<file path="config.mk">
export PLATFORM = sky130hd
export DESIGN_NAME = adder8_seq_arb
export DESIGN_NICKNAME = d
export VERILOG_FILES = /design/src/rtl/adder8_seq_arb.sv
export SDC_FILE = /design/constraint.sdc
export NUM_CORES = 1
export LEC_CHECK = 0
export BUFFER_PORTS_ARGS = -buffer_cell sky130_fd_sc_hd__buf_2
export CAP_MARGIN = 0
export CORE_MARGIN = 10
export CORE_UTILIZATION = 54
export DETAILED_ROUTE_END_ITERATION = 8
export GPL_TIMING_DRIVEN = 0
export PLACE_DENSITY = 0.94
export SLEW_MARGIN = 20
export SYNTH_ARGS = -nofsm -noshare
export SYNTH_HDL_FRONTEND = slang
export SYNTH_HIERARCHICAL = 1
export SYNTH_SLANG_ARGS = --single-unit
</file>
<file path="constraint.sdc">
create_clock -name clk -period 11.97 [get_ports clk]
set_clock_uncertainty 0.2 [all_clocks]
set_input_delay 1.7955 -clock clk [delete_from_list [all_inputs] [get_ports clk]]
set_output_delay 1.7955 -clock clk [all_outputs]
set_load 0.02 [all_outputs]
</file>
<file path="src/rtl/adder8_seq_arb.sv">
// adder8_seq_arb: two-requester round-robin front end to a byte-serial adder.
// A single 8-bit ripple adder is reused once per byte, LSB first, with a
// registered carry linking the bytes. A result is presented NBYTES cycles
// after acceptance and held until the consumer takes it.
// Optional feature: define ADDER8_SEQ_OVF_EN to add the rsp_ovf output
// (two's-complement signed overflow of the full-width add).

// 8-bit ripple-carry adder, the per-byte arithmetic element.
module adder8_ripple (
  input  logic [7:0] i_a,
  input  logic [7:0] i_b,
  input  logic       i_cin,
  output logic [7:0] o_sum,
  output logic       o_cout
);

  logic [8:0] w_c;

  // Bit-serial carry chain from bit 0 up to bit 7.
  always_comb begin
    w_c[0] = i_cin;
    o_sum  = '0;
    for (int i = 0; i < 8; i++) begin
      o_sum[i]  = i_a[i] ^ i_b[i] ^ w_c[i];
      w_c[i+1]  = (i_a[i] & i_b[i]) | (w_c[i] & (i_a[i] ^ i_b[i]));
    end
  end

  assign o_cout = w_c[8];

endmodule

module adder8_seq_arb #(
  parameter int NBYTES = 4
) (
  input  logic                  clk,
  input  logic                  rst_n,
  input  logic                  req0_valid,
  output logic                  req0_ready,
  input  logic [8*NBYTES-1:0]   req0_a,
  input  logic [8*NBYTES-1:0]   req0_b,
  input  logic                  req0_cin,
  input  logic                  req1_valid,
  output logic                  req1_ready,
  input  logic [8*NBYTES-1:0]   req1_a,
  input  logic [8*NBYTES-1:0]   req1_b,
  input  logic                  req1_cin,
  output logic                  rsp_valid,
  input  logic                  rsp_ready,
  output logic [8*NBYTES-1:0]   rsp_sum,
  output logic                  rsp_cout,
  output logic                  rsp_id,
  output logic                  busy
`ifdef ADDER8_SEQ_OVF_EN
  ,
  output logic                  rsp_ovf
`endif
);

  localparam int CW = (NBYTES > 1) ? $clog2(NBYTES) : 1;
  localparam logic [CW-1:0] LAST_BYTE = CW'(NBYTES - 1);

  typedef enum logic [1:0] {
    S_IDLE,
    S_ADD,
    S_DONE
  } state_t;

  state_t                   r_state;
  state_t                   w_next_state;
  logic [CW-1:0]            r_cnt;
  logic                     r_carry;
  logic                     r_last;
  logic                     r_id;
  logic                     r_cout;
  logic [NBYTES-1:0][7:0]   r_a;
  logic [NBYTES-1:0][7:0]   r_b;
  logic [NBYTES-1:0][7:0]   r_sum;
`ifdef ADDER8_SEQ_OVF_EN
  logic                     r_ovf;
`endif

  logic                     w_grant_valid;
  logic                     w_grant_id;
  logic                     w_accept;
  logic                     w_last_byte;
  logic [7:0]               w_a_byte;
  logic [7:0]               w_b_byte;
  logic [7:0]               w_byte_sum;
  logic                     w_byte_cout;

  assign w_a_byte    = r_a[r_cnt];
  assign w_b_byte    = r_b[r_cnt];
  assign w_last_byte = (r_state == S_ADD) && (r_cnt == LAST_BYTE);

  adder8_ripple u_add (
    .i_a    (w_a_byte),
    .i_b    (w_b_byte),
    .i_cin  (r_carry),
    .o_sum  (w_byte_sum),
    .o_cout (w_byte_cout)
  );

  // Round-robin grant and ready handshake, offered only while idle.
  always_comb begin
    // NOTE: every signal gets a default first so no path can infer a latch.
    w_grant_valid = req0_valid | req1_valid;
    w_grant_id    = 1'b0;
    if (req0_valid && req1_valid) w_grant_id = ~r_last;
    else                          w_grant_id = req1_valid;
    w_accept      = (r_state == S_IDLE) && w_grant_valid;
    req0_ready    = (r_state == S_IDLE) && req0_valid && !w_grant_id;
    req1_ready    = (r_state == S_IDLE) && req1_valid &&  w_grant_id;
  end

  // Next-state and status outputs.
  always_comb begin
    w_next_state = r_state;
    busy         = (r_state != S_IDLE);
    rsp_valid    = (r_state == S_DONE);
    case (r_state)
      S_IDLE:  if (w_accept)    w_next_state = S_ADD;
      S_ADD:   if (w_last_byte) w_next_state = S_DONE;
      S_DONE:  if (rsp_ready)   w_next_state = S_IDLE;
      default:                  w_next_state = S_IDLE;
    endcase
  end

  // Operand capture on acceptance; inputs are ignored afterwards.
  always_ff @(posedge clk) begin
    // NOTE: operand registers carry no reset; they are always loaded on
    // acceptance before the adder reads them.
    if (w_accept) begin
      r_a <= w_grant_id ? req1_a : req0_a;
      r_b <= w_grant_id ? req1_b : req0_b;
    end
  end

  // State register, byte counter, carry chain and result registers.
  always_ff @(posedge clk) begin
    // NOTE: non-blocking assignments so every register samples pre-edge values.
    if (!rst_n) begin
      r_state <= S_IDLE;
      r_cnt   <= '0;
      r_carry <= 1'b0;
      r_sum   <= '0;
      r_cout  <= 1'b0;
      r_id    <= 1'b0;
      r_last  <= 1'b1;
`ifdef ADDER8_SEQ_OVF_EN
      r_ovf   <= 1'b0;
`endif
    end else begin
      r_state <= w_next_state;
      if (w_accept) begin
        r_cnt   <= '0;
        r_carry <= w_grant_id ? req1_cin : req0_cin;
        r_id    <= w_grant_id;
        r_last  <= w_grant_id;
      end else if (r_state == S_ADD) begin
        r_sum[r_cnt] <= w_byte_sum;
        r_carry      <= w_byte_cout;
        r_cnt        <= r_cnt + 1'b1;
        if (w_last_byte) begin
          r_cout <= w_byte_cout;
`ifdef ADDER8_SEQ_OVF_EN
          // Carry into the MSB recovered from the MSB's sum and operand bits.
          r_ovf  <= (w_byte_sum[7] ^ w_a_byte[7] ^ w_b_byte[7]) ^ w_byte_cout;
`endif
        end
      end
    end
  end

  assign rsp_sum  = r_sum;
  assign rsp_cout = r_cout;
  assign rsp_id   = r_id;
`ifdef ADDER8_SEQ_OVF_EN
  assign rsp_ovf  = r_ovf;
`endif

endmodule

</file>
* Word-level counts from Yosys, hierarchy flattened
Index checks and enable logic that the tools add are counted.
** Word-level totals
- Word-level logic and storage cells :: 104
- Bits in registers :: 104
- Output and inout bits :: 38
** Operators by class
- $add $sub $neg :: 1
- Reductions and logical operators :: 16
- Multiplexer cells :: 17
- $lt $le $gt $ge :: 2
- Eq/ne operators :: 6
- Bitwise gates (word level) :: 44
** Operator list (count)
- 32-bit 2-to-1 mux :: 2
- 8-bit binary-select mux with 2-bit select :: 2
- 32-bit bitwise mux :: 1
- 8-bit 2-to-1 mux :: 3
- 1-bit bitwise AND :: 16
- 8-bit demux with 2-bit select :: 1
- 1-bit bitwise XOR :: 16
- 1-bit bitwise OR :: 9
- 1-bit logical AND :: 8
- 2-bit 2-to-1 mux :: 3
- 2-bit case mux with 3 select lines :: 1
- 3-bit AND reduction :: 2
- 2-bit == test (second input constant) :: 2
- 1-bit 2-to-1 mux :: 4
- 2-bit != test (second input constant) :: 2
- 2-bit nonzero test :: 2
- 2-bit by 3-bit less-than comparator with 1-bit output (second input constant) :: 1
- 1-bit inverter :: 3
- 2-bit by 1-bit adder with 2-bit output (second input constant) :: 1
- 2-bit by 1-bit == test with 1-bit output (second input constant) :: 1
- 2-bit by 1-bit greater-or-equal comparator with 1-bit output (second input constant) :: 1
- 2-bit logical NOT :: 1
- 2-bit by 1-bit != test with 1-bit output (second input constant) :: 1
- 2-bit AND reduction :: 1
- other kinds (2) :: 2

* Logic depth before layout (Yosys ltp)
Gate-level depths: netlist of run 1.
- Word-level depth :: 21
- Mapped depth :: 18

* Cells and area by module
The synthesis of run 1 kept the hierarchy.
** Modules (own cells, without submodules)
- adder8_seq_arb :: times used 1, seq. area each 2722.6 um^2, area an instance 4684.5 um^2, cells an instance 346
- adder8_ripple :: times used 1, seq. area each 0.0 um^2, area an instance 197.7 um^2, cells an instance 18

* Worst setup path after synthesis of run 1
Ideal clock, no wire load.
- Path kind :: input to register
- Start point :: in req1_valid
- End point :: reg r_a[0] (netlist name) (enable)
- Cell stages on the path :: 2
- Setup slack :: 6686 ps
- Required time :: 11281 ps
- Library setup time :: 489 ps
- Arrival :: 4595 ps
- Path buffers :: 0
- Cells stage by stage :: nor2_1 > nor2_1
** Between the ends
- Cells in the longest elaborated chain, start to end :: 2
** RTL lines
- start, declared :: line 43 : input logic req1_valid,
- 1-bit bitwise OR :: line 107 : w_grant_valid = req0_valid | req1_valid;
- 1-bit logical AND :: line 111 : w_accept = (r_state == S_IDLE) && w_grant_valid;
- named net w_accept :: line 85 : logic w_accept;
- end signal, assigned :: line 134 : r_a <= w_grant_id ? req1_a : req0_a;
- end, declared :: line 76 : logic [NBYTES-1:0][7:0] r_a;
The timed path passes the listed nets, and every way through them passes these cells.
A chain may end at the register's enable or synchronous reset.

* Final worst setup path of run 1
- Start point :: reg r_cnt[0]
- End point :: reg r_sum, in the netlist rsp_sum[15]
** Between the ends
- Cells in the longest elaborated chain, start to end :: 19
- Elaborated cells between the ends (all ways) :: 40
- Classes of those cells :: order compare: 2; mux: 7; bitwise: 30; reduce/logical: 1
** RTL lines
- start, declared :: line 71 : logic [CW-1:0] r_cnt;
- start signal, assigned :: line 163 : r_cnt <= r_cnt + 1'b1;
- 8-bit binary-select mux with 2-bit select * :: line 93 : assign w_b_byte = r_b[r_cnt];
- 8-bit 2-to-1 mux (not written as such) * :: line 93
- named net w_b_byte[0] :: line 88 : logic [7:0] w_b_byte;
- 1-bit bitwise XOR :: line 25 : w_c[i+1] = (i_a[i] & i_b[i]) | (w_c[i] & (i_a[i] ^ i_b[i]));
- 1-bit bitwise AND :: line 25
- 1-bit bitwise OR * :: line 25
- 1-bit bitwise AND * :: line 25
- 1-bit bitwise OR * :: line 25
- (+5 left out)
- 1-bit bitwise OR * :: line 25
- 1-bit bitwise AND * :: line 25
- 1-bit bitwise OR * :: line 25
- 1-bit bitwise AND * :: line 25
- 1-bit bitwise OR * :: line 25
- 1-bit bitwise XOR * :: line 24 : o_sum[i] = i_a[i] ^ i_b[i] ^ w_c[i];
- named net w_byte_sum[7] :: line 89 : logic [7:0] w_byte_sum;
- 32-bit bitwise mux * :: line 161 : r_sum[r_cnt] <= w_byte_sum;
- end signal, assigned by index :: line 161
- end, declared :: line 78 : logic [NBYTES-1:0][7:0] r_sum;
The timed path passes the listed nets; every way through them passes the cells marked *. The select of a mux whose other input is x is not followed.

==> results.rst, run 1 <==
.. list-table::
   :header-rows: 1

   * - Metric
     - Value
   * - Outcome
     - finished, final reports clean
   * - Count of pins over their slew limit
     - 0
   * - Tightest Pin Transition
     - 444 ps
   * - Max Fanout on Critical Path
     - 10
   * - Amount of wire on met3 after detailed routing
     - 1300 um
   * - Setup repair after global routing missed its margin
     - no
   * - Routed wire length on met2
     - slightly below 7000 um
   * - CTS tree
     - built
   * - Worst slack, placed
     - roughly 6800 ps
   * - Top cell by count, worst path
     - fa_1
   * - Final hold vios
     - 0
   * - Mean cell area of the mapped netlist
     - 13.4 um2
   * - Initial core utilization
     - between 50% and 60%
   * - Required arrival time at the worst endpoint
     - roughly 12,000 ps
   * - Clock net sink count
     - 104
   * - Detailed-router iteration count before antenna repair
     - 5
   * - Detailed-route vias per instance
     - between 5 and 6
   * - Worst Path Buf+Inv
     - 6
   * - Kind of end point of the critical path
     - flip-flop
   * - Setup slack of the critical path after layout
     - between 6000 and 7000 ps
   * - Post-CTS setup-driven buffer insertion count
     - 0
   * - Synth Instances
     - about 360
   * - Port bufs
     - 172
   * - Final total negative setup slack
     - 0 ps
   * - CP startpoint kind
     - flip-flop
   * - Total power
     - roughly 800 uW
   * - Worst-case hold slack
     - about 260 ps
   * - Crit-path cells
     - buf_6 > buf_4 > mux4_2 > fa_1 > inv_1 > fa_1 > inv_1 > fa_1 > fa_1 > fa_1 > fa_1 > fa_1 > inv_1 > fa_1 > inv_1 > nand3_1 > a21oi_1
   * - Synthesized cell area
     - ~4900 um2
   * - Number of buffers on the longest clock path
     - 2
   * - Iter 0 DRT Violations
     - roughly 240
   * - Share of synthesized area occupied by flip-flops and latches
     - a little under three fifths
   * - Dominant register cell in the synthesized netlist
     - edfxtp_1
   * - DRT antenna net count
     - 0
   * - Count of unique library cells instantiated by Yosys
     - 30
   * - Placer Congestion
     - approximately 0.9
   * - Post-Synthesis Net Count
     - 511
   * - Number of H-tree branching levels
     - 3
   * - Post-route minimum period
     - around 5200 ps
   * - Flops & latches, synth
     - ~100
   * - Max incr delay on CP
     - ~560 ps
   * - Worst relative slew slack
     - a little over two thirds
   * - DR top layer
     - met4
   * - Count of cells resized by post-cts repair
     - 0
   * - Power density normalized to cell area
     - 132 nW/um2
   * - Startpoint of the tightest hold check path
     - rsp_sum[8]$_SDFFE_PN0P_
   * - Final worst-path cycle share
     - between 40 and 50%
   * - DRC violations left
     - 0
   * - Met1 WL
     - roughly 4800 um
   * - Overall die area
     - 13,200 um2
   * - Area used by sequential logic in the layout
     - 2720 um2
   * - Crit path max-delay cell type
     - mux4_2
   * - Width of the chip
     - roughly 120 um
   * - Timing-limited maximum frequency
     - ~190 MHz
   * - Overall routing resource usage
     - approximately a fifth
   * - Highest-count cells in the layout ignoring fill and taps
     - buf_2 (182), mux2_2 (64), edfxtp_1 (64)
   * - Top Ports
     - roughly 170
   * - Total via count in the routed design
     - 3,666
   * - Die boundary height
     - about 120 um
   * - Async S/R FF share, synth
     - 0%
   * - Crit path max-delay family
     - adder cells
   * - Worst flop-to-flop path startpoint
     - r_cnt[0]$_SDFFE_PP0N_
   * - Per-cell routed wire length
     - a little under 20 um
   * - Number of antenna diodes
     - 0
   * - Placeable core area
     - 8760 um2
   * - Fill cell total of the finished layout
     - 623
   * - Critical Path AT
     - 5300 ps
   * - Most common cell after layout, fill and taps aside
     - buf_2
   * - Critical path origin
     - r_cnt[0]$_SDFFE_PP0N_
   * - Ratio of cells with drive above 1 in the final layout
     - approximately 53%
   * - Post-DP HPWL
     - between 10,000 and 15,000 um
   * - Via count of the first global-routing pass
     - between 4,000 and 5,000
   * - Buffer type at the clock tree root
     - clkbuf_8
   * - Global-route wire length before repair
     - ~20,000 um
   * - Max-cap viol count
     - 0
   * - Area of the multi-input gates
     - 1960 um2
   * - Number of buffers inserted during clock tree synthesis
     - 9
   * - Worst VDD drop
     - approximately 0.073 mV
   * - YS warnings
     - 6
   * - Clock-pin slew of the registers on the worst-case setup and hold paths
     - roughly 100 ps
   * - Residual overflow from global routing
     - 0
   * - Clk_lat worst skew
     - 360 ps
   * - Maximum number of pins on one net before global-route repair
     - 33
   * - Endpoints failing setup
     - 0
   * - Critical Setup Path Class
     - flip-flop to flip-flop
   * - Count of standard-cell rows
     - 34
   * - P&R area growth vs syn
     - 25.6%
   * - Design area
     - roughly 6100 um2
   * - Post-placement cell area
     - between 5000 and 6000 um2
   * - Final net count
     - approximately 700
   * - Type of the worst min-delay path
     - flip-flop to flip-flop
   * - Number of flops mapped to enable cells by yosys
     - between 60 and 70
   * - Leakage power of the design
     - approximately 0.0025 uW
   * - Routed wire length
     - 13,100 um
   * - Antenna violations before repair
     - 0
   * - Hold-fix buffer count after cts
     - 0
[state kept, by name (all words and copies together), names as in the netlist]
register	flops
r_a	32
rsp_sum	32
rsp_id	1
r_last	1
r_cnt	2
r_state	2
r_carry	1
rsp_cout	1
r_b	32
[layout make-up]
class	count	share of cell area, %
repair buffers	174	14.8
inverters	16	0.979
multi-input cells	221	31.9
plain buffers	23	2.41
well taps	108	2.20
clock buffers	12	2.39
clock inverters	4	0.877
flip-flops and latches	104	44.4
[tightest hold or removal path, stage by stage, from the launching register on]
cell and delay (ps):
dfxtp_1 320, nand2_1 50, a21oi_1 50
[per-stage QoR]
step / cells / utilization (%)
3_3_place_gp: 644 / 67.1
3_5_place_dp: 646 / 67.7
2_1_floorplan: 364 / -
5_1_grt: 662 / 70.0
6_report: 662 / 70.0
4_1_cts: 662 / 70.0
[cells in the mapped netlist, types with 2 or more instances]
| cell | number | share of area, % |
|---|---|---|
| edfxtp_1 | 64 | 39 |
| mux2_2 | 64 | 15 |
| dfxtp_1 | 40 | 16 |
| nand2_1 | 35 | 2.7 |
| a21oi_1 | 34 | 3.5 |
| nand3_1 | 32 | 3.3 |
| mux4_2 | 16 | 7.4 |
| inv_1 | 15 | 1.2 |
| buf_2 | 10 | 1.0 |
| fa_1 | 8 | 3.3 |
| buf_6 | 6 | 1.4 |
| clkbuf_1 | 6 | 0.46 |
| nor2_1 | 6 | 0.46 |
| nand3b_1 | 5 | 0.77 |
| ha_1 | 4 | 1.0 |
| mux2i_1 | 3 | 0.62 |
| nor2b_1 | 2 | 0.26 |
| o21ai_0 | 2 | 0.21 |
[logic make-up after synthesis]
family | share of synthesized area (%)
muxes | 22.8
AOI/OAI and AO/OA | 4.74
adders and majority gates | 4.31
buffers and inverters | 4.25
DFF | 55.8
and+or+nand+nor | 8.00
xor gates and xnor gates | 0.179
[report_power, final]
part           switching [uW]  internal, uW  total [uW]  leakage [uW]
Combinational            91.6          78.1         170       0.00149
Sequential               9.38           411         420      0.000944
Clock                     118           104         222      0.000104
[routing by layer]
layer,vias to the layer above,global-route usage (%)
met1,1741,22.0
li1,1704,-
met3,19,6.09
met5,-,0
met2,202,35.5
met4,0,6.02
[worst paths after layout]
path	end	slack (ps)	cells past startpoint
worst min register to register	rsp_sum[8]$_SDFFE_PN0P_	260	2
worst max-delay path	rsp_sum[15]$_SDFFE_PN0P_	6760	17
worst max register to register	rsp_sum[15]$_SDFFE_PN0P_	6760	17
worst min-delay path	rsp_sum[8]$_SDFFE_PN0P_	260	2
Note: power is estimated with default switching activity, not from simulation.
==> run 2, diff against run 1 <==
--- a/config.mk
+++ b/config.mk
@@ -8,10 +8,10 @@
 export BUFFER_PORTS_ARGS = -buffer_cell sky130_fd_sc_hd__buf_2
 export CAP_MARGIN = 0
 export CORE_MARGIN = 10
-export CORE_UTILIZATION = 54
+export CORE_UTILIZATION = 50
 export DETAILED_ROUTE_END_ITERATION = 8
 export GPL_TIMING_DRIVEN = 0
-export PLACE_DENSITY = 0.94
+export PLACE_DENSITY = 0.88
 export SLEW_MARGIN = 20
 export SYNTH_ARGS = -nofsm -noshare
 export SYNTH_HDL_FRONTEND = slang
==> constraint.sdc (replaced) <==
create_clock -name clk -period 4.98 [get_ports clk]
set_clock_uncertainty 0.2 [all_clocks]
set_input_delay 0.747 -clock clk [delete_from_list [all_inputs] [get_ports clk]]
set_output_delay 0.747 -clock clk [all_outputs]
set_load 0.02 [all_outputs]
==> run 2 against run 1 <==
- die area up 6.6%
- worst hold slack better by 1.5 ps
- sequential power up 140%
- count of clock-buffer cells in the layout up 1
- total power rose to 2.6 times the previous value
- routed wire length up 3.2%
- critical path type unchanged
==> results.rst, run 2 (synthesis gave the netlist of run 1 again) <==
.. list-table::
   :header-rows: 1

   * - Metric
     - Value
   * - Outcome
     - finished, final reports clean
   * - Net load switching power
     - 537 uW (+150%)
   * - Power share of the sequential group
     - 48.7% (-3.1 points)
   * - Per-cell routed wire length
     - 19.5 um (-1.6%)
   * - Placeable core area
     - 9640 um2 (+10%)
   * - Total via count in the routed design
     - 3,681 (+0.41%)
   * - Worst VDD drop
     - 0.184 mV (+150%)
   * - Count of standard-cell rows
     - 36 (+5.9%)
   * - DRT antenna net count
     - 0 (unchanged)
   * - Number of antenna diodes
     - 0 (unchanged)
   * - Max Fanout on Critical Path
     - 6 (-4)
   * - Via count of the first global-routing pass
     - 4,193 (+1.7%)
   * - Antenna violations before repair
     - 0 (unchanged)
   * - Post-DP HPWL
     - 10,600 um (+1.7%)
   * - Final net count
     - 703 (+1.0%)
   * - Number of buffers on the longest clock path
     - 2 (unchanged)
   * - Kind of end point of the critical path
     - flip-flop
   * - Detailed-route vias per instance
     - 5.30 (-4.2%)
   * - DRC violations left
     - 0 (unchanged)
   * - Worst relative slew slack
     - 58.3% (-12 points)
   * - Buffer type at the clock tree root
     - clkbuf_8
   * - Tightest Pin Transition
     - 624 ps (+180 ps)
   * - Internal power consumption
     - 1540 uW (+160%)
   * - Leakage power of the design
     - 0.00260 uW (+2.4%)
   * - Total power
     - 2070 uW (+160%)
   * - Clock net sink count
     - 104 (unchanged)
   * - Residual overflow from global routing
     - 0 (unchanged)
   * - Clock network fraction of design power
     - 30.4% (+3.1 points)
   * - Number of H-tree branching levels
     - 3 (unchanged)
   * - Max-cap viol count
     - 0 (unchanged)
   * - Clk_lat worst skew
     - 370 ps (about the same)
   * - P&R area growth vs syn
     - 29.3%
   * - Overall die area
     - 14,100 um2 (+6.6%)
   * - Highest-count cells in the layout ignoring fill and taps
     - buf_2 (180), mux2_2 (64), edfxtp_1 (64)
   * - Switching part of the total
     - 25.9% (-0.99 points)
   * - Worst hold path cell count
     - 2 (unchanged)
   * - Timing-limited maximum frequency
     - 213 MHz (+11%)
   * - Initial core utilization
     - 50.6% (-5.1 points)
   * - Clock-pin slew of the registers on the worst-case setup and hold paths
     - 90 ps (about the same)
   * - Hold-fix buffer count after cts
     - 0 (unchanged)
   * - Power density normalized to cell area
     - 328 nW/um2 (+150%)
   * - Worst slack, placed
     - -173 ps (-6970 ps)
   * - Width of the chip
     - 119 um (+3.2%)
   * - Die boundary height
     - 119 um (+3.2%)
   * - Maximum number of pins on one net before global-route repair
     - 27 (-18%)
   * - Post-placement cell area
     - 5960 um2 (+0.53%)
   * - Count of pins over their slew limit
     - 0 (unchanged)
   * - Top Ports
     - 173 (unchanged)
   * - Endpoints failing setup
     - 0 (unchanged)
   * - Critical Setup Path Class
     - flip-flop to flip-flop
   * - Setup repair after global routing missed its margin
     - no
   * - Overall routing resource usage
     - 19.0% (-0.87 points)
   * - Detailed-router iteration count before antenna repair
     - 4 (-1)
   * - Placer Congestion
     - 0.822 (-6.7%)
   * - Most common cell after layout, fill and taps aside
     - buf_2
   * - Final total negative setup slack
     - 0 ps (unchanged)
   * - Post-route minimum period
     - 4700 ps (-513 ps)
   * - Number of buffers inserted during clock tree synthesis
     - 9 (unchanged)
   * - Critical Path AT
     - 4800 ps (-500 ps)
   * - Global-route wire length before repair
     - 21,100 um (+3.4%)
   * - Type of the worst min-delay path
     - flip-flop to flip-flop
   * - Final worst-path cycle share
     - 94.3% (+51 points)
   * - Required arrival time at the worst endpoint
     - 5080 ps (-6980 ps)
   * - Port bufs
     - 172 (unchanged)
   * - Power share of the combinational group
     - 20.8% (about the same)
   * - Final hold vios
     - 0 (unchanged)
   * - CTS tree
     - built
   * - Setup slack of the critical path after layout
     - 282 ps (-6480 ps)
   * - Routed wire length
     - 13,600 um (+3.2%)
   * - CP startpoint kind
     - flip-flop
   * - Depth of the worst register-to-register path
     - 17 (unchanged)
   * - Design area
     - 6310 um2 (+2.9%)
   * - Iter 0 DRT Violations
     - 215 (-8.9%)
   * - Ratio of cells with drive above 1 in the final layout
     - 54.0% (+1.3 points)
run 2: cell type report:
| cell class | count | area (um2) |
|---|---|---|
| Sequential cell | 104 | 2730 |
| Fill cell | 753 | 3330 |
| Inverter | 16 | 60.1 |
| Buffer | 23 | 181 |
| Multi-Input combinational cell | 221 | 1970 |
| Timing Repair Buffer | 181 | 961 |
| Clock buffer | 13 | 181 |
| Clock inverter | 3 | 68.8 |
| Tap cell | 133 | 166 |
run 2: metrics by stage:
step                instances  hold WS, ps  utilization (%)
floorplan                 364          285                -
global placement          669          240             61.3
detailed placement        671          246             61.9
CTS                       687          260             64.8
global route              694          277             65.5
finish                    694          258             65.5
run 2: worst paths after layout:
path / start / end / slack (ps)
setup / recovery: r_cnt[0]$_SDFFE_PP0N_ / rsp_sum[7]$_SDFFE_PN0P_ / 280
hold / removal: rsp_sum[19]$_SDFFE_PN0P_ / rsp_sum[19]$_SDFFE_PN0P_ / 260
setup reg to reg: r_cnt[0]$_SDFFE_PP0N_ / rsp_sum[7]$_SDFFE_PN0P_ / 280
hold reg to reg: rsp_sum[19]$_SDFFE_PN0P_ / rsp_sum[19]$_SDFFE_PN0P_ / 260
run 2: layer usage:
layer  GRT usage, %  vias up  part of all wire, %
met5              0        -                    0
li1               -     1721                    -
met4           7.56        0                  2.6
met3           5.90       30                  8.8
met1           20.4     1750                   37
met2           33.9      180                   52
run 2: critical path, stage by stage, from the launching register on:
cell and delay, ps:
dfxtp_4 380, buf_12 120, buf_12 100, mux4_2 520
fa_1 400, inv_1 80, fa_1 150, inv_1 40
fa_1 380, fa_2 350, fa_2 370, fa_2 350
fa_1 370, inv_1 90, fa_1 420, inv_2 100
nand3_1 80, a21oi_1 130
run 2: power groups by stage:
stage / Combinational, uW / Sequential [uW] / Clock [uW]
3_5_place_dp: 410 / 1030 / 0
6_report: 432 / 1010 / 631
4_1_cts: 417 / 1010 / 638
2_1_floorplan: 227 / 1040 / 0
5_1_grt: 465 / 1020 / 669
3_3_place_gp: 392 / 1030 / 0
run 2: what timing repair did:
item,4_1_cts,5_1_grt
setup buffers,0,7
resized for setup,9,6
pin swaps,0,0
setup endpoints to repair,5,6
